## config.mk

```make
export PLATFORM = sky130hd
export DESIGN_NAME = serial_adder
export DESIGN_NICKNAME = d
export VERILOG_FILES = /design/src/rtl/serial_adder.sv
export SDC_FILE = /design/constraint.sdc
export NUM_CORES = 1
export LEC_CHECK = 0
export ABC_AREA = 1
export CORE_ASPECT_RATIO = 1.4
export CORE_UTILIZATION = 30
export DETAILED_ROUTE_END_ITERATION = 10
export DONT_BUFFER_PORTS = 1
export HOLD_SLACK_MARGIN = 0.06
export MAX_ROUTING_LAYER = met4
export SLEW_MARGIN = 20
export SYNTH_ARGS = -nofsm -noshare
export SYNTH_HDL_FRONTEND = slang
export SYNTH_SLANG_ARGS = --single-unit
```

## constraint.sdc

```tcl
create_clock -name CLK -period 3.53 [get_ports CLK]
set_clock_uncertainty 0.05 [all_clocks]
set_input_delay 0.1765 -clock CLK [delete_from_list [all_inputs] [get_ports CLK]]
set_output_delay 0.1765 -clock CLK [all_outputs]
set_load 0.005 [all_outputs]
```

## src/rtl/serial_adder.sv

```systemverilog
// serial_adder: bit-serial ripple adder. Operands are captured on an accepted
// START, added one bit per cycle LSB first, and the full {Cout,S} result is
// published with a one-cycle DONE pulse after WIDTH processing cycles.
module serial_adder #(
  parameter int WIDTH = 8
) (
  input  logic             CLK,
  input  logic             RST_N,
  input  logic             START,
  input  logic [WIDTH-1:0] A,
  input  logic [WIDTH-1:0] B,
  input  logic             Cin,
  output logic             BUSY,
  output logic             DONE,
  output logic [WIDTH-1:0] S,
  output logic             Cout
);

  // One spare counter bit so the count can never wrap inside an operation.
  localparam int CW = $clog2(WIDTH) + 1;

  typedef enum logic [1:0] {IDLE, ADD, FIN} state_t;

  state_t           state, state_nxt;
  logic [WIDTH-1:0] a_sh, b_sh, res;
  logic             c;
  logic [CW-1:0]    cnt;

  logic accept, last, sum_bit, carry_nxt;

  // START is honoured whenever no addition is running (IDLE or FIN).
  assign accept    = START && (state != ADD);
  assign last      = (cnt == CW'(WIDTH - 1));
  assign sum_bit   = a_sh[0] ^ b_sh[0] ^ c;
  assign carry_nxt = (a_sh[0] & b_sh[0]) | (c & (a_sh[0] ^ b_sh[0]));

  // State register with synchronous reset.
  always_ff @(posedge CLK) begin
    if (!RST_N) state <= IDLE;
    else        state <= state_nxt;
  end

  // Next-state and status outputs; FIN doubles as the DONE cycle and may
  // chain straight into another addition.
  always_comb begin
    state_nxt = state;
    BUSY      = 1'b0;
    DONE      = 1'b0;
    case (state)
      IDLE: begin
        if (START) state_nxt = ADD;
      end
      ADD: begin
        BUSY = 1'b1;
        if (last) state_nxt = FIN;
      end
      FIN: begin
        DONE      = 1'b1;
        state_nxt = START ? ADD : IDLE;
      end
      default: state_nxt = IDLE;
    endcase
  end

  // Datapath: operand capture, per-bit shift/add, and result publication.
  // S/Cout are written only on the final bit, so they hold the previous
  // result during a running addition.
  always_ff @(posedge CLK) begin
    if (!RST_N) begin
      a_sh <= '0;
      b_sh <= '0;
      res  <= '0;
      c    <= 1'b0;
      cnt  <= '0;
      S    <= '0;
      Cout <= 1'b0;
    end else if (accept) begin
      a_sh <= A;
      b_sh <= B;
      c    <= Cin;
      res  <= '0;
      cnt  <= '0;
    end else if (state == ADD) begin
      a_sh <= a_sh >> 1;
      b_sh <= b_sh >> 1;
      c    <= carry_nxt;
      res  <= {sum_bit, res[WIDTH-1:1]};
      cnt  <= cnt + 1'b1;
      if (last) begin
        S    <= {sum_bit, res[WIDTH-1:1]};
        Cout <= carry_nxt;
      end
    end
  end

endmodule

```

==> summary.md, run 1 <==
| Metric | Value |
|---|---|
| CTS root buf | clkbuf_8 |
| Mean Syn Cell Area | 7.44 um^2 |
| CP Cell Sequence | nand2_4 > inv_4 > nand2_1 > nand3_1 > nand2_1 > dlygate4sd3_1 > inv_1 |
| Worst Setup Start Kind | flip-flop |
| Multi-input gate area | 774 um^2 |
| FF-to-FF End | a_sh[1] |
| Worst-Margin Slew | 0.969 ns |
| Post-synth top area share | 44.9% |
| Die H | 92.1 um |
| Pwr Total | 0.000932 W |
| Post-layout util | 35.1% |
| Syn nets | 256 |
| IO Count | 31 |
| Area growth syn-to-layout | 12.3% |
| Reg power frac | 49.8% |
| Crit path setup slack, layout | 1.47 ns |
| Largest net degree at the start of global routing | 43 |
| First-pass GRT wire length | 6280 um |
| Max Cap Violations | 0 |
| Period minus WS final | 2.06 ns |
| Setup TNS | 0 ns |
| Hold Fails Final Rpt | 0 |
| Worst Path Required | 3.72 ns |
| 1st-iter DRT viols | 72 |
| N_diodes | 0 |
| CTS Buf Count | 5 |
| Post-Synthesis Cells | 234 |
| Seq/Total Area, Yosys | 44.9% |
| Share of power burned in the clock network | 41.2% |
| Clock sinks | 39 |
| Hold depth | 4 |
| DRT antenna net count | 0 |
| TritonRoute pass-1 iters | 4 |
| Crit share post-route | 58.3% |
| CTS-repair resized insts | 0 |
| Slew headroom | 35.2% |
| PwrDens | 477 nW/um^2 |
| Final setup violation count | 0 |
| Pre-CTS WS | 2.01 ns |
| P_int | 0.000714 W |
| Yosys warning total | 0 |
| Netlist cell types | 21 |
| CP Data Arrival Time | 2.25 ns |
| Area contributors post-synth | dfxtp_1 (45%), nand2_1 (16%), nand3_1 (13%) |
| Crit path max-delay cell type | dlygate4sd3_1 |
| Worst hold slack | 0.0726 ns |
| Status | completed |
| Port bufs | 0 |
| CP Capture Type | flip-flop |
| Detailed-route DRC error count | 0 |
| Hold Path End | b_sh[1] |
| P_leak | 0.878 nW |
| Core area | 5570 um^2 |
| Row cnt | 32 |
| Worst min-delay path class | primary input to flip-flop |
| Vias/cell | 4.72 |
| Max incr delay on CP | 0.58 ns |
| Initial antenna violation count | 0 |
| Layout cells sized above 1 | 10.9% |
| Final Max Tran Viols | 0 |
| Maximum clock path buffer count | 2 |
| Final Wtd Congestion | 0.693 |
| Filler instances | 593 |
| FF/Latch Area | 781 um^2 |
| Total number of vias | 1449 |
| Sw Ratio | 23.4% |
| Worst hold start | B[1] |
| FMAX | 0.486 GHz |
| Cell area after synthesis | 1740 um^2 |
| Critical path class | flip-flop to flip-flop |
| DIE AREA | 6110 um^2 |
| CTS tree | yes |
| Clock transition at path regs | 0.08 ns |
| Top cell by count, worst path | nand2_1 |
| Die width | 66.4 um |
| WL final | 3630 um |
| Reg-to-reg startpoint | state[0] |
| FF+latch count, synth | 39 |
| Final #Nets | 260 |
| Gr usage total | 13.7% |
| Routed len/inst | 11.8 um |
| Overflow after GRT | 0 |
| DP HPWL | 2240 um |
| Reg2Reg Setup Slack | 1.47 ns |
| Combinational power share | 9.1% |
| CTS H-tree lvls | 2 |
| Initial core utilization | 31.3% |
| Critical Path Fanout Max | 42 |
| RSZ-0062 raised after global routing | false |
| R2R cell count | 7 |
| Switching Power | 0.000218 W |
| VDD IR max | 0.000235 V |
| Area leader, netlist | dfxtp_1 |
| Skew-Pair Late Insertion Delay | 0.29 ns |
| Vias in the first global route | 1377 |
stage by stage:
stage,cell area [um^2],cells
final,1950,307
after global routing,1950,307
after CTS,1950,307
after detailed placement,1740,289
after global placement,1740,289
after floorplan,1740,234
critical path: cells and delay by family, from the launching register on:
| family | cells | cell delay [ns] |
|---|---|---|
| buffers and inverters | 3 | 1.00 |
| DFF | 1 | 0.42 |
| and+or+nand+nor | 4 | 0.53 |
cells in the mapped netlist:
cell type and count:
a21oi_1 12, buf_1 2, buf_2 5, buf_4 3, buf_6 3, dfxtp_1 39
fa_1 1, ha_1 1, inv_1 21, inv_2 3, inv_4 1, nand2_1 73
nand2_4 1, nand3_1 46, nand3_2 10, nor2_1 7, nor2_2 1, nor3b_2 1
o21ai_0 2, o21ai_1 1, or2_2 1
metal layers:
layer	share of wire, %	vias up	track usage [%]
li1	-	747	-
met1	45	664	15.3
met2	50	36	22.4
met3	4.7	2	4.60
met4	0.66	0	4.79
met5	0	-	-
cell families after synthesis:
kind of cell / Yosys count / share of synthesized area [%]
fa+ha+maj: 2 / 1.87
simple gates: 140 / 38.3
flops: 39 / 44.9
compound gates: 15 / 4.31
buf+inv: 38 / 10.6
registers in the layout, indices dropped and copies added (netlist names):
register  flops
Cout          1
cnt           4
S             8
a_sh          8
res           7
b_sh          8
state         2
c             1
cell type report:
class                           count  area share [%]
Clock buffer                        6            4.23
Clock inverter                      2            1.79
Inverter                           25            4.93
Multi-Input combinational cell    157            39.6
Sequential cell                    39            39.9
Tap cell                           68            4.35
Timing Repair Buffer               10            5.12
cells in the final DEF, fill, tap and decap left out:
master and n:
a21oi_1 12, bufinv_16 1, clkbuf_8 6, clkinv_2 1
dfxtp_1 39, dlygate4sd3_1 10, fa_1 1, ha_1 1
inv_1 21, inv_2 3, inv_4 1, nand2_1 73
nand2_4 1, nand3_1 46, nand3_2 10, nor2_1 7
nor2_2 1, nor3b_2 1, o21ai_0 2, o21ai_1 1
or2_2 1
how the worst max path moves through the flow:
stage	startpoint	slack, ns	end
global route	state[0]	1.33	a_sh[1]
global placement	state[0]	2.06	cnt[2]
floorplan	cnt[0]	2.41	S[1]
detailed placement	state[1]	2.01	cnt[2]
CTS	state[0]	1.46	a_sh[1]
finish	state[0]	1.47	a_sh[1]
power groups by stage:
| stage | logic (W) | clock network [W] | registers [W] |
|---|---|---|---|
| after CTS | 0.0000855 | 0.000398 | 0.000464 |
| after global routing | 0.0000976 | 0.000416 | 0.000466 |
| after global placement | 0.0000680 | 0 | 0.000474 |
| after detailed placement | 0.0000698 | 0 | 0.000474 |
| after floorplan | 0.0000748 | 0 | 0.000472 |
| final | 0.0000846 | 0.000384 | 0.000464 |
repair_timing:
item                                   4_1_cts  5_1_grt
endpoints found under the hold margin       28        0
buffers inserted                             0        0
hold buffers                                10        0
Note: power is estimated with default switching activity, not from simulation.
==> inputs of run 2 (changes only) <==
==> constraint.sdc (replaced) <==
create_clock -name CLK -period 1.6 [get_ports CLK]
set_clock_uncertainty 0.05 [all_clocks]
set_input_delay 0.08 -clock CLK [delete_from_list [all_inputs] [get_ports CLK]]
set_output_delay 0.08 -clock CLK [all_outputs]
set_load 0.005 [all_outputs]
==> run 2 against run 1 <==
- global-route usage about the same
- register-to-register slack got worse by 1.4 ns
- worst setup slack got worse by 1.4 ns
- maximum frequency increased by 37%
- clock power increased by 86%
- worst hold slack improved by 0.063 ns
- non-clock buffer count increased by 17
- cell area increased by 7.2%
- power increased by 110%
- die area unchanged
- critical path depth unchanged
- critical endpoint is now b_sh[7]
==> summary.md, run 2 (synthesized netlist as in run 1, its figures left out) <==
| Metric | Value |
|---|---|
| Status | completed |
| PwrDens | 941 nW/um^2 (+97%) |
| Hold depth | 5 (+1) |
| 1st-iter DRT viols | 65 (-9.7%) |
| N_diodes | 0 (unchanged) |
| Fin area | 2090 um^2 (+7.2%) |
| Core area | 5570 um^2 (unchanged) |
| CTS Buf Count | 5 (unchanged) |
| Highest-count cells in the layout ignoring fill and taps | nand2_1 (73), nand3_1 (46), dfxtp_1 (39), inv_1 (21), dlygate4sd3_1 (20) |
| Met3 usage | 3.48% (-1.1 points) |
| Critical path class | flip-flop to flip-flop |
| Row cnt | 32 (unchanged) |
| Overflow after GRT | 0 (unchanged) |
| Total number of vias | 1476 (+1.9%) |
| Vias in the first global route | 1435 (+4.2%) |
| Max Cap Violations | 0 (unchanged) |
| R2R cell count | 7 (unchanged) |
| Reg2Reg Setup Slack | 0.1 ns (-1.38 ns) |
| Crit path setup slack, layout | 0.0957 ns (-1.38 ns) |
| Die H | 92.1 um (unchanged) |
| Worst Path Required | 1.77 ns (-1.95 ns) |
| Crit share post-route | 94.0% (+36 points) |
| IO Count | 31 (unchanged) |
| Worst min-delay path class | primary input to flip-flop |
| Period minus WS final | 1.50 ns (-0.553 ns) |
| Port bufs | 0 (unchanged) |
| Combinational power share | 11.7% (+2.6 points) |
| Hold Path End | b_sh[3] |
| Maximum clock path buffer count | 2 (unchanged) |
| DIE AREA | 6110 um^2 (unchanged) |
| CP Cell Sequence | inv_1 > nand2_4 > nand2_1 > inv_1 > nand2_1 > dlygate4sd3_1 > a21oi_1 |
| Initial antenna violation count | 0 (unchanged) |
| TritonRoute pass-1 iters | 4 (unchanged) |
| Worst hold start | START |
| Initial core utilization | 31.3% (unchanged) |
| Sw Ratio | 24.1% (+0.68 points) |
| Crit path max-delay cell type | dlygate4sd3_1 |
| Reg power frac | 52.0% (+2.2 points) |
| Worst-Margin Slew | 0.968 ns (-0.000316 ns) |
| Max incr delay on CP | 0.55 ns (-0.03 ns) |
| Hold Fails Final Rpt | 0 (unchanged) |
| CP Data Arrival Time | 1.67 ns (-0.58 ns) |
| Switching Power | 0.000475 W (+120%) |
| Skew-Pair Late Insertion Delay | 0.29 ns (about the same) |
| Pre-CTS WS | 0.336 ns (-1.68 ns) |
| Met2 usage | 24.5% (+2.1 points) |
| Placed cell areas | 1750 um^2 (+0.86%) |
| FF-to-FF End | b_sh[7] |
| CP Capture Type | flip-flop |
| Most common cell after layout, fill and taps aside | nand2_1 |
| Finished Layout Cells | 324 (+5.5%) |
| Die width | 66.4 um (unchanged) |
| Worst Setup Start Kind | flip-flop |
| Routed len/inst | 11.5 um (-3.0%) |
| Critical Path Fanout Max | 5 (-88%) |
| Largest net degree at the start of global routing | 29 (-33%) |
| Slew headroom | 35.4% (+0.23 points) |
| CTS root buf | clkbuf_8 |
| Post-layout util | 37.6% (+2.5 points) |
| Final Wtd Congestion | 0.722 (+4.3%) |
| DRT antenna net count | 0 (unchanged) |
| Most Used Layer, Global Route | met2 |
| Clock transition at path regs | 0.07 ns (about the same) |
| First-pass GRT wire length | 6220 um (-0.89%) |
| WL final | 3710 um (+2.3%) |
| FMAX | 0.665 GHz (+37%) |
| Final Max Tran Viols | 0 (unchanged) |
| Largest registers | S x8, a_sh x8, b_sh x8 |
| Clock sinks | 39 (unchanged) |
| GR met1 Demand/Resource | 13.8% (-1.5 points) |
| Crit. Startpoint | state[1] |
| P_leak | 0.950 nW (+8.3%) |
| Vias/cell | 4.56 (-3.5%) |
| CTS tree | yes |
| CTS H-tree lvls | 2 (unchanged) |
| DP HPWL | 2220 um (-1.1%) |
| Gr usage total | 13.7% (-0.024 points) |
| Reg-to-reg startpoint | state[1] |
| Area growth syn-to-layout | 20.3% |
| Layout cells sized above 1 | 12.1% (+1.2 points) |
| Pwr Total | 0.00197 W (+110%) |
| P_int | 0.00150 W (+110%) |
| DP Cell Count | 291 (+0.69%) |
| Final #Nets | 277 (+6.5%) |
| Final setup violation count | 0 (unchanged) |
| VDD IR max | 0.000605 V (+160%) |
| Detailed-route DRC error count | 0 (unchanged) |
| Share of power burned in the clock network | 36.3% (-4.9 points) |
## run 2: through the flow
step	TNS [ns]	hold slack, ns
after floorplan	0	0.176
after global placement	0	0.134
after detailed placement	0	0.136
after CTS	0	0.139
after global routing	-0.00647	0.174
final	0	0.135
## run 2: area by class of cell
| class | instances | area, um^2 |
|---|---|---|
| Tap cell | 68 | 85.1 |
| Clock buffer | 8 | 100 |
| Timing Repair Buffer | 27 | 258 |
| Multi-Input combinational cell | 157 | 774 |
| Fill cell | 578 | 3470 |
| Inverter | 25 | 96.3 |
| Sequential cell | 39 | 781 |
## run 2: critical path, delay by kind of cell, from the launching register on
kind,cells,cell delay [ns]
simple gates,3,0.22
compound gates,1,0.15
flops,1,0.31
buf+inv,3,0.70
## run 2: what timing repair did
| action | 4_1_cts | 5_1_grt |
|---|---|---|
| endpoints found under the hold margin | 28 | 0 |
| resized for setup | 0 | 1 |
| setup buffers | 0 | 4 |
| hold buffers | 21 | 0 |
| setup endpoints to repair | 0 | 11 |
## run 2: power groups by stage
stage | Sequential, W | Combinational, W | Clock [W]
after floorplan | 0.00104 | 0.000165 | 0
after global placement | 0.00105 | 0.000161 | 0
after detailed placement | 0.00105 | 0.000160 | 0
after CTS | 0.00102 | 0.000222 | 0.000741
after global routing | 0.00103 | 0.000262 | 0.000772
final | 0.00102 | 0.000231 | 0.000716
## run 2: how the worst max path moves through the flow
stage	cells past startpoint	end
after floorplan	7	S[1]
after global placement	4	cnt[0]
after detailed placement	4	cnt[0]
after CTS	5	S[1]
after global routing	7	b_sh[7]
final	7	b_sh[7]
## run 2: metal layers
layer  part of all wire (%)  wire length, um
met2                     49             1840
met4                    1.3               48
met3                    5.1              189
met1                     44             1640
met5                      0                0
==> inputs of run 3 (changes only) <==
==> constraint.sdc (replaced) <==
create_clock -name CLK -period 1.6 [get_ports CLK]
set_clock_uncertainty 0.05 [all_clocks]
set_input_delay 0.24 -clock CLK [delete_from_list [all_inputs] [get_ports CLK]]
set_output_delay 0.24 -clock CLK [all_outputs]
set_load 0.005 [all_outputs]
==> run 3 against run 2 <==
- largest cell class unchanged
- largest power group unchanged
- cell count decreased by 6.2%
- via count decreased by 3.4%
- critical path depth down 5
- clock power about the same
- worst setup slack improved by 0.078 ns
==> summary.md, run 3 (synthesized netlist as in run 1, its figures left out) <==
| Metric | Value |
|---|---|
| Met3 usage | 3.98% (+0.50 points) |
| PwrDens | 1010 nW/um^2 (+7.1%) |
| Layout cells sized above 1 | 11.4% (-0.67 points) |
| Clock transition at path regs | 0.07 ns (about the same) |
| VDD IR max | 0.000598 V (-1.2%) |
| Share of power burned in the clock network | 37.4% (+1.1 points) |
| DIE AREA | 6110 um^2 (unchanged) |
| FMAX | 0.701 GHz (+5.4%) |
| Vias in the first global route | 1331 (-7.2%) |
| FF-to-FF End | a_sh[0] |
| CTS root buf | clkbuf_8 |
| Largest registers | S x8, a_sh x8, b_sh x8 |
| Die H | 92.1 um (unchanged) |
| Combinational power share | 9.2% (-2.5 points) |
| Highest-count cells in the layout ignoring fill and taps | nand2_1 (73), nand3_1 (46), dfxtp_1 (39), inv_1 (21), a21oi_1 (12) |
| IO Count | 31 (unchanged) |
| Multi-input gate area | 774 um^2 (unchanged) |
| Initial antenna violation count | 0 (unchanged) |
| RSZ-0062 raised after global routing | false |
| Gr usage total | 12.9% (-0.78 points) |
| Critical Path Fanout Max | 28 (+23) |
| Die width | 66.4 um (unchanged) |
| First-pass GRT wire length | 5890 um (-5.4%) |
| DP HPWL | 2220 um (unchanged) |
| Status | completed |
| Maximum clock path buffer count | 2 (unchanged) |
| P_int | 0.00146 W (-2.3%) |
| Vias/cell | 4.69 (+3.0%) |
| Overflow after GRT | 0 (unchanged) |
| Critical path class | flip-flop to output pin |
| Period minus WS final | 1.43 ns (-0.0775 ns) |
| Max Cap Violations | 0 (unchanged) |
| CTS H-tree lvls | 2 (unchanged) |
| WL final | 3490 um (-5.9%) |
| Final Max Tran Viols | 0 (unchanged) |
| 1st-iter DRT viols | 59 (-9.2%) |
| Worst Path Required | 1.31 ns (-0.46 ns) |
| Row cnt | 32 (unchanged) |
| Reg power frac | 53.4% (+1.4 points) |
| Routed len/inst | 11.5 um (+0.32%) |
| Core area | 5570 um^2 (unchanged) |
| TritonRoute pass-1 iters | 4 (unchanged) |
| DP Cell Count | 291 (unchanged) |
| Most common cell after layout, fill and taps aside | nand2_1 |
| Reg-to-reg startpoint | state[0] |
| Worst Setup Start Kind | flip-flop |
| Finished Layout Cells | 304 (-6.2%) |
| P_leak | 0.869 nW (-8.6%) |
| CP Data Arrival Time | 1.14 ns (-0.53 ns) |
| Final setup violation count | 0 (unchanged) |
| GR met1 Demand/Resource | 13.6% (-0.15 points) |
| Area growth syn-to-layout | 9.42% |
| Port bufs | 0 (unchanged) |
| Reg2Reg Setup Slack | 0.33 ns (+0.23 ns) |
| Clock sinks | 39 (unchanged) |
| Initial core utilization | 31.3% (unchanged) |
| Slew headroom | 39.0% (+3.5 points) |
| R2R cell count | 6 (-1) |
| Met2 usage | 21.8% (-2.7 points) |
| N_diodes | 0 (unchanged) |
| Hold Fails Final Rpt | 0 (unchanged) |
| Critical Path Sink | BUSY |
| Crit share post-route | 89.2% (-4.8 points) |
| Switching Power | 0.000458 W (-3.7%) |
| CTS Buf Count | 5 (unchanged) |
| Largest net degree at the start of global routing | 29 (unchanged) |
| Final Wtd Congestion | 0.722 (unchanged) |
| Final #Nets | 257 (-7.2%) |
| Total number of vias | 1426 (-3.4%) |
| FF/Latch Area | 781 um^2 (unchanged) |
| Detailed-route DRC error count | 0 (unchanged) |
| Filler instances | 595 (+2.9%) |
| Setup TNS | 0 ns (unchanged) |
| Skew-Pair Late Insertion Delay | 0.29 ns (about the same) |
| Crit. Startpoint | state[0] |
| CTS tree | yes |
| Worst-Margin Slew | 0.915 ns (-0.0531 ns) |
| Post-layout util | 34.2% (-3.4 points) |
| CP Capture Type | output pin |
| DRT antenna net count | 0 (unchanged) |
| Most Used Layer, Global Route | met2 |
| Worst min-delay path class | primary input to flip-flop |
| Sw Ratio | 23.9% (-0.26 points) |
[run 3: changes by cell type in the layout (fill, tap and decap cells not counted), sizes merged]
cell,previous run,this run
dlygate4sd3,20,4
buf,6,2
[run 3: power by group through the flow]
stage          clock [W]  sequential (W)  combinational (W)
6_report        0.000718         0.00102           0.000177
5_1_grt         0.000771         0.00103           0.000205
4_1_cts         0.000741         0.00102           0.000180
3_5_place_dp           0         0.00105           0.000160
3_3_place_gp           0         0.00105           0.000161
2_1_floorplan          0         0.00104           0.000165
[run 3: worst max-delay path: stages, from the launching register on]
cell and delay, ns:
dfxtp_1 0.43, nand2_4 0.15, inv_4 0.26
[run 3: per-layer routing]
metal,vias to the layer above,wire length [um]
li1,751,-
met1,636,1560
met2,33,1670
met3,6,238
met4,0,29
met5,-,0
[run 3: cell type report]
| class | count | area share [%] |
|---|---|---|
| multi-input combinational | 157 | 40.7 |
| inverter | 25 | 5.06 |
| sequential | 39 | 41.0 |
| timing repair buffer | 7 | 3.55 |
| tap | 68 | 4.47 |
| clock buffer | 8 | 5.26 |
[run 3: how the worst min path moves through the flow]
| stage | from | end | slack [ns] | cells after the start |
|---|---|---|---|---|
| floorplan | A[7] | a_sh[7] | 0.34 | 2 |
| global placement | RST_N | a_sh[6] | 0.29 | 2 |
| detailed placement | RST_N | b_sh[3] | 0.30 | 2 |
| CTS | START | a_sh[7] | 0.07 | 3 |
| global route | START | a_sh[7] | 0.08 | 3 |
| finish | START | a_sh[7] | 0.08 | 3 |
[run 3: through the flow]
step / power (W) / setup WS [ns] / area [um^2] / hold slack, ns
after global routing: 0.00200 / 0.111 / 1900 / 0.0830
final: 0.00192 / 0.173 / 1900 / 0.0780
after detailed placement: 0.00121 / 0.336 / 1750 / 0.296
after global placement: 0.00121 / 0.331 / 1750 / 0.294
after CTS: 0.00194 / 0.00416 / 1900 / 0.0669
after floorplan: 0.00121 / 0.482 / 1740 / 0.336
[run 3: repair_timing]
action,4_1_cts,5_1_grt
hold buffers,5,0
hold endpoints to repair,26,0
setup buffers,0,0
endpoints found under the setup margin,0,1
gates resized for setup,0,1
